## src/rtl/mem_store_unit.sv

```systemverilog
// Byte-serial store unit: emits SB/SH/SW requests as little-endian byte writes
// on the shared 8-bit memory bus, one byte per granted cycle.
module mem_store_unit #(
  parameter int ADDR_W = 32
) (
  input  logic              clk,
  input  logic              rst,
  input  logic              rdy,
  input  logic              req_valid_i,
  output logic              req_ready_o,
  input  logic [ADDR_W-1:0] req_addr_i,
  input  logic [31:0]       req_data_i,
  input  logic [1:0]        req_size_i,
  input  logic              bus_gnt_i,
  output logic [ADDR_W-1:0] mem_a_o,
  output logic [7:0]        mem_dout_o,
  output logic              mem_wr_o,
  output logic              busy_o,
  output logic              done_o,
  output logic              err_o
);

  typedef enum logic [1:0] {
    IDLE  = 2'd0,
    WRITE = 2'd1,
    DONE  = 2'd2
  } state_e;

  state_e            state_q, state_d;
  logic [1:0]        idx_q, idx_d;
  logic [1:0]        last_q, last_d;
  logic [ADDR_W-1:0] addr_q, addr_d;
  logic [31:0]       data_q, data_d;
  logic              err_q, err_d;
  logic              wr_en;

  assign wr_en = (state_q == WRITE) & rdy & bus_gnt_i;

  always_ff @(posedge clk or posedge rst) begin
    if (rst) begin
      state_q <= IDLE;
      idx_q   <= '0;
      last_q  <= '0;
      addr_q  <= '0;
      data_q  <= '0;
      err_q   <= 1'b0;
    end else begin
      state_q <= state_d;
      idx_q   <= idx_d;
      last_q  <= last_d;
      addr_q  <= addr_d;
      data_q  <= data_d;
      err_q   <= err_d;
    end
  end

  // Everything holds while rdy is low, so a stalled transfer resumes in place.
  always_comb begin
    state_d = state_q;
    idx_d   = idx_q;
    last_d  = last_q;
    addr_d  = addr_q;
    data_d  = data_q;
    err_d   = err_q;
    if (rdy) begin
      unique case (state_q)
        IDLE: begin
          if (req_valid_i) begin
            if (req_size_i == 2'b11) begin
              err_d   = 1'b1;
              state_d = DONE;
            end else begin
              addr_d  = req_addr_i;
              data_d  = req_data_i;
              idx_d   = 2'd0;
              last_d  = (req_size_i == 2'b00) ? 2'd0 :
                        (req_size_i == 2'b01) ? 2'd1 : 2'd3;
              state_d = WRITE;
            end
          end
        end
        WRITE: begin
          if (bus_gnt_i) begin
            idx_d = idx_q + 2'd1;
            if (idx_q == last_q) begin
              state_d = DONE;
            end
          end
        end
        DONE: begin
          err_d   = 1'b0;
          state_d = IDLE;
        end
        default: state_d = IDLE;
      endcase
    end
  end

  always_comb begin
    req_ready_o = (state_q == IDLE);
    busy_o      = (state_q != IDLE);
    mem_wr_o    = wr_en;
    mem_a_o     = '0;
    mem_dout_o  = '0;
    if (wr_en) begin
      mem_a_o    = addr_q + ADDR_W'(idx_q);
      mem_dout_o = data_q[{idx_q, 3'b000} +: 8];
    end
    done_o = (state_q == DONE) & rdy;
    err_o  = (state_q == DONE) & rdy & err_q;
  end

endmodule

```

## config.mk

```make
export PLATFORM = sky130hd
export DESIGN_NAME = mem_store_unit
export DESIGN_NICKNAME = d
export VERILOG_FILES = /design/src/rtl/mem_store_unit.sv
export SDC_FILE = /design/constraint.sdc
export NUM_CORES = 1
export LEC_CHECK = 0
export ABC_AREA = 1
export CAP_MARGIN = 30
export CORE_MARGIN = 8
export CORE_UTILIZATION = 45
export CTS_BUF_LIST = sky130_fd_sc_hd__clkbuf_8 sky130_fd_sc_hd__clkbuf_16
export DETAILED_ROUTE_END_ITERATION = 10
export DONT_BUFFER_PORTS = 1
export REMOVE_ABC_BUFFERS = 1
export SLEW_MARGIN = 20
export SYNTH_ARGS = -nofsm -noshare
export SYNTH_HDL_FRONTEND = slang
export SYNTH_SLANG_ARGS = --single-unit
```

## constraint.sdc

```tcl
create_clock -name clk -period 3.8 [get_ports clk]
set_input_delay 0.57 -clock clk [delete_from_list [all_inputs] [get_ports clk]]
set_output_delay 0.57 -clock clk [all_outputs]
set_load 0.01 [all_outputs]
```

==> summary.md, run 1 <==
| Metric | Value |
|---|---|
| CP Max Fanout | `13` |
| # DRC | `0` |
| Core Area | `9060 um^2` |
| Root Buffer | `clkbuf_8` |
| Slew margin rel. | `0.562` |
| Syn-to-layout area delta | `5.57%` |
| Mux cell area share after synthesis | `0` |
| Chip width | `~110 um` |
| Final core utilization | `0.479` |
| Hold Violations, Final | `0` |
| Leakage | `1.96 nW` |
| Post-synthesis compound-gate area fraction | `0.134` |
| Synth warn | `0` |
| Antenna Cells | `0` |
| Via density | `5.21` |
| Yosys reg bits | `71` |
| Share of cells above drive strength 1 | `0.0427` |
| Grt ovf | `0` |
| CTS Buffer Depth | `2` |
| RSZ-0062 raised after global routing | `no` |
| WP data required | `3.23 ns` |
| Hold buffers post-CTS | `0` |
| Layout fillers | `968` |
| Status | `finished, final reports clean` |
| Number of synthesized flops with an enable pin | `0` |
| Xor and xnor area share after synthesis | `0.0107` |
| Post-DRT Antenna Nets | `0` |
| H-Tree Level Count | `3` |
| Critical R2R Capture | `addr_q[10]` |
| CP Cell Sequence | `fa_1, nand2_1, nor2_1, nand2_1, nor2_1, a21oi_1, nor2_1` |
| Initial core utilization | `0.453` |
| Avg WL per Cell | `15.8 um` |
| Post-Route WL | `11.4 mm` |
| Largest net degree at the start of global routing | `68` |
| GR Layer Usage met3 | `0.0622` |
| Yosys cell types | `25` |
| CP Launch Type | `register` |
| Reg2Reg Launch Point | `state_q[0]` |
| Post-DP HPWL | `8.38 mm` |
| # clock sinks | `71` |
| Global Route Usage Sum | `0.187` |
| Top-area cell type share of the netlist area | `0.432` |
| Pre-CTS WS | `1.19 ns` |
| Post-CTS repair timing setup buffer count | `0` |
| Max Clk Rate | `roughly 330 MHz` |
| Num CTS Buffers | `9` |
| Crit path arrival time | `2.42 ns` |
| Period utilization | `0.787` |
| Worst-path clk slew | `0.08 ns` |
| Largest family of logic cells by synthesized area | `simple AND/OR/NAND/NOR gates` |
| Hold WS | `0.184 ns` |
| Pwr Density | `692 nW/um^2` |
| Power Total | `0.00300 W` |
| Most instantiated cells after synthesis | `nand2_1, nor2_1, dfrtp_1` |
| Number of global-route vias before repair | `3803` |
| CP max stage cell | `dfrtp_1` |
| Crit-path most repeated cell | `nor2_1` |
| Worst slew pin tran | `0.657 ns` |
| First-pass GRT wire length | `around 19 mm` |
| Fin crit period | `2.99 ns` |
| Max stage delay on crit path | `0.69 ns` |
| Via count | `3752` |
| Final #Nets | `678` |
| Reg2reg setup slack | `1.50 ns` |
| Skew final | `~0.0057 ns` |
| CP Capture Type | `primary output` |
| Synth top area cells | `dfrtp_1, nand2_1, o21ai_0` |
| Final setup fails | `0` |
| Gpl congestion | `0.885` |
| Synth area leader | `dfrtp_1` |
| Synth Cell Area | `4110 um^2` |
| Final worst slack | `0.810 ns` |
| I/O pins | `116` |
| Busiest grt layer | `met2` |
| Die Y | `112 um` |
| FP Rows | `35` |
| First DRT Iteration DRCs | `192` |
| Die ar. | `12400 um^2` |
| Most numerous cell in the Yosys netlist | `nand2_1` |
| Ys async rst share | `1.00` |
| Post-Synth Adder-Cell Area | `0.0110` |
| Post_cts resized | `0` |
| Fin. max-slew vios | `0` |
| Sequential cell area fraction in the yosys report | `0.432` |
| Worst-Skew Late Latency | `0.35 ns` |
| Met2 Use GR | `0.314` |
| Max Cap Violations | `0` |
| Syn_area_per_cell | `6.75 um^2` |
| Initial antenna violation count | `0` |
| Worst Hold Class | `primary input to async pin` |
| R2R depth | `7` |
| Max IR drop VDD | `around 0.28 mV` |
| Met1 usage | `0.222` |
| First-pass iteration count of the detailed router | `4` |
| Primary FF master, synth | `dfrtp_1` |
| PortBufs | `0` |
| Post-Synthesis Cells | `around 610` |
| Critical path class | `register to primary output` |
| CTS tree | `built` |
| Fin Setup TNS | `0 ns` |
| Simple-Gate Fraction of Synth Area | `0.321` |
==> registers in the layout, summed over array words and instances, names as in the netlist <==
register  flops
err_q         1
last_q        2
idx_q         2
addr_q       32
state_q       2
data_q       32
==> logic make-up after synthesis <==
logic type,Yosys count
AOI/OAI and AO/OA,110
xor gates and xnor gates,5
adders and majority gates,3
buffers and inverters,85
DFF,71
and+or+nand+nor,335
==> area by class of cell <==
cell class / instances / area, um^2 / area share
multi-input cells: 453 / 1960 / 0.451
flip-flops and latches: 71 / 1780 / 0.409
inverters: 64 / 240 / 0.0554
well taps: 111 / 139 / 0.0320
clock buffers: 10 / 138 / 0.0317
clock inverters: 6 / 50.0 / 0.0115
repair buffers: 5 / 37.5 / 0.00865
==> stage by stage <==
stage | area (um^2) | cells
2_1_floorplan | 3980 | 588
4_1_cts | 4340 | 720
3_5_place_dp | 4150 | 704
5_1_grt | 4340 | 720
3_3_place_gp | 4150 | 704
6_report | 4340 | 720
==> power breakdown <==
part / switching (W) / internal [W]
sequential: 0.000283 / 0.00112
clock: 0.000318 / 0.000263
combinational: 0.000681 / 0.000344
==> worst max-delay path: cells and delay by family (launching register included) <==
kind,cells,cell delay (ns)
and+or+nand+nor,5,0.90
adders and majority gates,1,0.36
DFF,1,0.69
AOI/OAI and AO/OA,1,0.12
==> per-layer routing <==
layer	vias up	routed length, um
li1	1891	-
met1	1731	4880
met2	115	5470
met3	15	854
met4	0	180
met5	-	0
==> layout by cell type (no fill, tap or decap), types with 4 or more instances in the layout <==
master,instances
nor2_1,76
buf_4,5
o21ai_0,64
dfrtp_1,71
o21ai_1,6
nand2_1,228
inv_1,60
nor3_1,4
a21oi_1,40
nand3_1,21
clkbuf_8,10
==> how the worst max path moves through the flow <==
stage,cells after the start,slack (ns),from,to
after CTS,9,0.78,idx_q[1],mem_a_o[25]
final,7,0.81,idx_q[1],mem_a_o[16]
after global routing,8,0.56,idx_q[1],mem_a_o[16]
after floorplan,6,0.55,state_q[0],last_q[0]
after detailed placement,9,1.19,idx_q[1],mem_a_o[25]
after global placement,9,1.21,idx_q[1],mem_a_o[25]
No activity file was read; power rests on OpenSTA's default activity.
==> run 2, diff against run 1 <==
==> constraint.sdc (replaced) <==
create_clock -name clk -period 2.6 [get_ports clk]
set_input_delay 0.39 -clock clk [delete_from_list [all_inputs] [get_ports clk]]
set_output_delay 0.39 -clock clk [all_outputs]
set_load 0.01 [all_outputs]
==> run 2 against run 1 <==
Against the previous run: worst setup slack got worse by 0.69 ns; critical endpoint is now mem_a_o[29]; total power up 50%; core utilization increased by 2.0 points; hold slack lost 0.043 ns; cell count grew 1.9%; flip-flop and latch count stayed put; clock-buffer cell count down 1; clock skew up 0.0043 ns; via count rose by 0.29%.
==> summary.md, run 2 (synthesis results as in run 1) <==
| Metric | Value |
|---|---|
| Status | `finished, final reports clean (unchanged)` |
| FP Rows | `35 (unchanged)` |
| CTS tree | `built (unchanged)` |
| Max IR drop VDD | `0.398 mV (was 0.278 mV)` |
| Share of cells above drive strength 1 | `0.0883 (was 0.0427)` |
| Critical path class | `register to primary output (unchanged)` |
| CTS Buffer Depth | `2 (unchanged)` |
| Most common cell after layout, fill and taps aside | `nand2_1 (unchanged)` |
| Fin Setup TNS | `0 ns (unchanged)` |
| Hold Violations, Final | `0 (unchanged)` |
| Placed cell areas | `4270 um^2 (was 4150 um^2)` |
| I/O pins | `116 (unchanged)` |
| Fin. max-slew vios | `0 (unchanged)` |
| Initial antenna violation count | `0 (unchanged)` |
| Gpl congestion | `0.872 (was 0.885)` |
| Antenna Cells | `0 (unchanged)` |
| CP Capture Type | `primary output (unchanged)` |
| Final #Nets | `693 (was 678)` |
| First-pass iteration count of the detailed router | `7 (was 4)` |
| Commonest non-fill, non-tap cells in the layout | `nand2_1, dfrtp_1, nor2_1, o21ai_0, inv_1 (was nand2_1, nor2_1, dfrtp_1, o21ai_0, inv_1)` |
| Final Cell Area | `4520 um^2 (was 4340 um^2)` |
| Via density | `5.13 (was 5.21)` |
| # DRC | `0 (unchanged)` |
| Avg WL per Cell | `15.5 um (was 15.8 um)` |
| Worst Hold Class | `primary input to register (was primary input to async pin)` |
| Largest net degree at the start of global routing | `60 (was 68)` |
| Final setup fails | `0 (unchanged)` |
| Max Clk Rate | `403 MHz` |
| Initial core utilization | `0.453 (unchanged)` |
| Pwr Density | `995 nW/um^2 (was 692 nW/um^2)` |
| Post-CTS repair timing setup buffer count | `0 (unchanged)` |
| Fin crit period | `2.48 ns` |
| CP Launch Type | `register (unchanged)` |
| CP Max Fanout | `5 (was 13)` |
| Max Cap Violations | `0 (unchanged)` |
| Post-Route WL | `11.4 mm (about the same)` |
| # clock sinks | `71 (unchanged)` |
| WP data required | `2.21 ns (was 3.23 ns)` |
| Skew final | `0.0101 ns (was 0.00573 ns)` |
| Crit path arrival time | `2.09 ns (was 2.42 ns)` |
| First DRT Iteration DRCs | `191 (was 192)` |
| PortBufs | `0 (unchanged)` |
| Die ar. | `12400 um^2 (unchanged)` |
| Worst slew pin tran | `0.609 ns (was 0.657 ns)` |
| Post-DP HPWL | `8.46 mm (was 8.38 mm)` |
| Post-DRT Antenna Nets | `0 (unchanged)` |
| Cells on Worst Hold Path | `2` |
| Final core utilization | `0.499 (was 0.479)` |
| Leakage | `2.04 nW (was 1.96 nW)` |
| First-pass GRT wire length | `19.1 mm (was 18.8 mm)` |
| Slew margin rel. | `0.593 (was 0.562)` |
| Grt ovf | `0 (unchanged)` |
| Worst-Skew Late Latency | `0.35 ns (about the same)` |
| H-Tree Level Count | `3 (unchanged)` |
| Num CTS Buffers | `9 (unchanged)` |
| Die Y | `112 um (unchanged)` |
| Largest regs | `addr_q: 32 flops, data_q: 32 flops (unchanged)` |
| Via count | `3763 (was 3752)` |
| R2R depth | `6 (was 7)` |
| Worst-path clk slew | `0.09 ns (was 0.08 ns)` |
| Global Route Usage Sum | `0.192 (was 0.187)` |
| Period utilization | `0.956` |
| Hold WS | `0.141 ns (was 0.184 ns)` |
| Syn-to-layout area delta | `10.1% (was 5.57%)` |
| Root Buffer | `clkbuf_8 (unchanged)` |
| RSZ-0062 raised after global routing | `yes (was no)` |
| Core Area | `9060 um^2 (unchanged)` |
| Chip width | `112 um (unchanged)` |
| Number of global-route vias before repair | `3924 (was 3803)` |
[run 2: timing repair]
action | in CTS | in global routing
pin swaps | 1 | 1
hold endpoints to repair | 27 | 0
gates resized for setup | 4 | 13
hold buffers | 1 | 0
setup endpoints to repair | 4 | 31
[run 2: final timing paths]
| path | slack, ns | endpoint | start |
|---|---|---|---|
| max in group asynchronous | 1.38 | addr_q[3] | rst |
| setup reg to reg | 0.75 | addr_q[9] | state_q[0] |
| min in group asynchronous | 0.56 | err_q | rst |
| hold reg to reg | 0.47 | data_q[24] | data_q[24] |
| setup / recovery | 0.12 | mem_a_o[29] | idx_q[1] |
| hold / removal | 0.14 | data_q[5] | req_data_i[5] |
[run 2: final cells by class]
class,count,area [um^2]
Clock buffer,9,124
Clock inverter,6,71.3
Sequential cell,71,1780
Tap cell,111,139
Inverter,64,248
Multi-Input combinational cell,453,2000
Fill cell,953,4540
Timing Repair Buffer,20,165
[run 2: per-stage QoR]
step / power [W] / setup WS (ns) / instances
global route: 0.00494 / -0.0652 / 734
floorplan: 0.00314 / -0.647 / 588
global placement: 0.00356 / 0.396 / 718
detailed placement: 0.00361 / 0.358 / 718
CTS: 0.00453 / 0.0271 / 734
finish: 0.00450 / 0.116 / 734
[run 2: layer usage]
metal  wire [um]  global-route usage  up-vias
met4         206              0.0711        0
met2        5310               0.310      123
li1            -                   -     1923
met3         872              0.0628       15
met5           0                   0        -
met1        5000               0.234     1702
[run 2: critical path: stages (launching register included)]
cell and delay (ns):
dfrtp_1 0.43, ha_1 0.31, nand2_1 0.05, nand2_1 0.07, nand3_1 0.17, nor2_1 0.30, nand2_1 0.10, nand2_1 0.07
nand2_1 0.04, nor2_1 0.20
[run 2: power breakdown]
part / switching, W / internal (W) / leakage (nW)
combinational: 0.00104 / 0.000540 / 1.06
sequential: 0.000397 / 0.00163 / 0.884
clock: 0.000449 / 0.000444 / 0.0919
total: 0.00189 / 0.00262 / 2.04
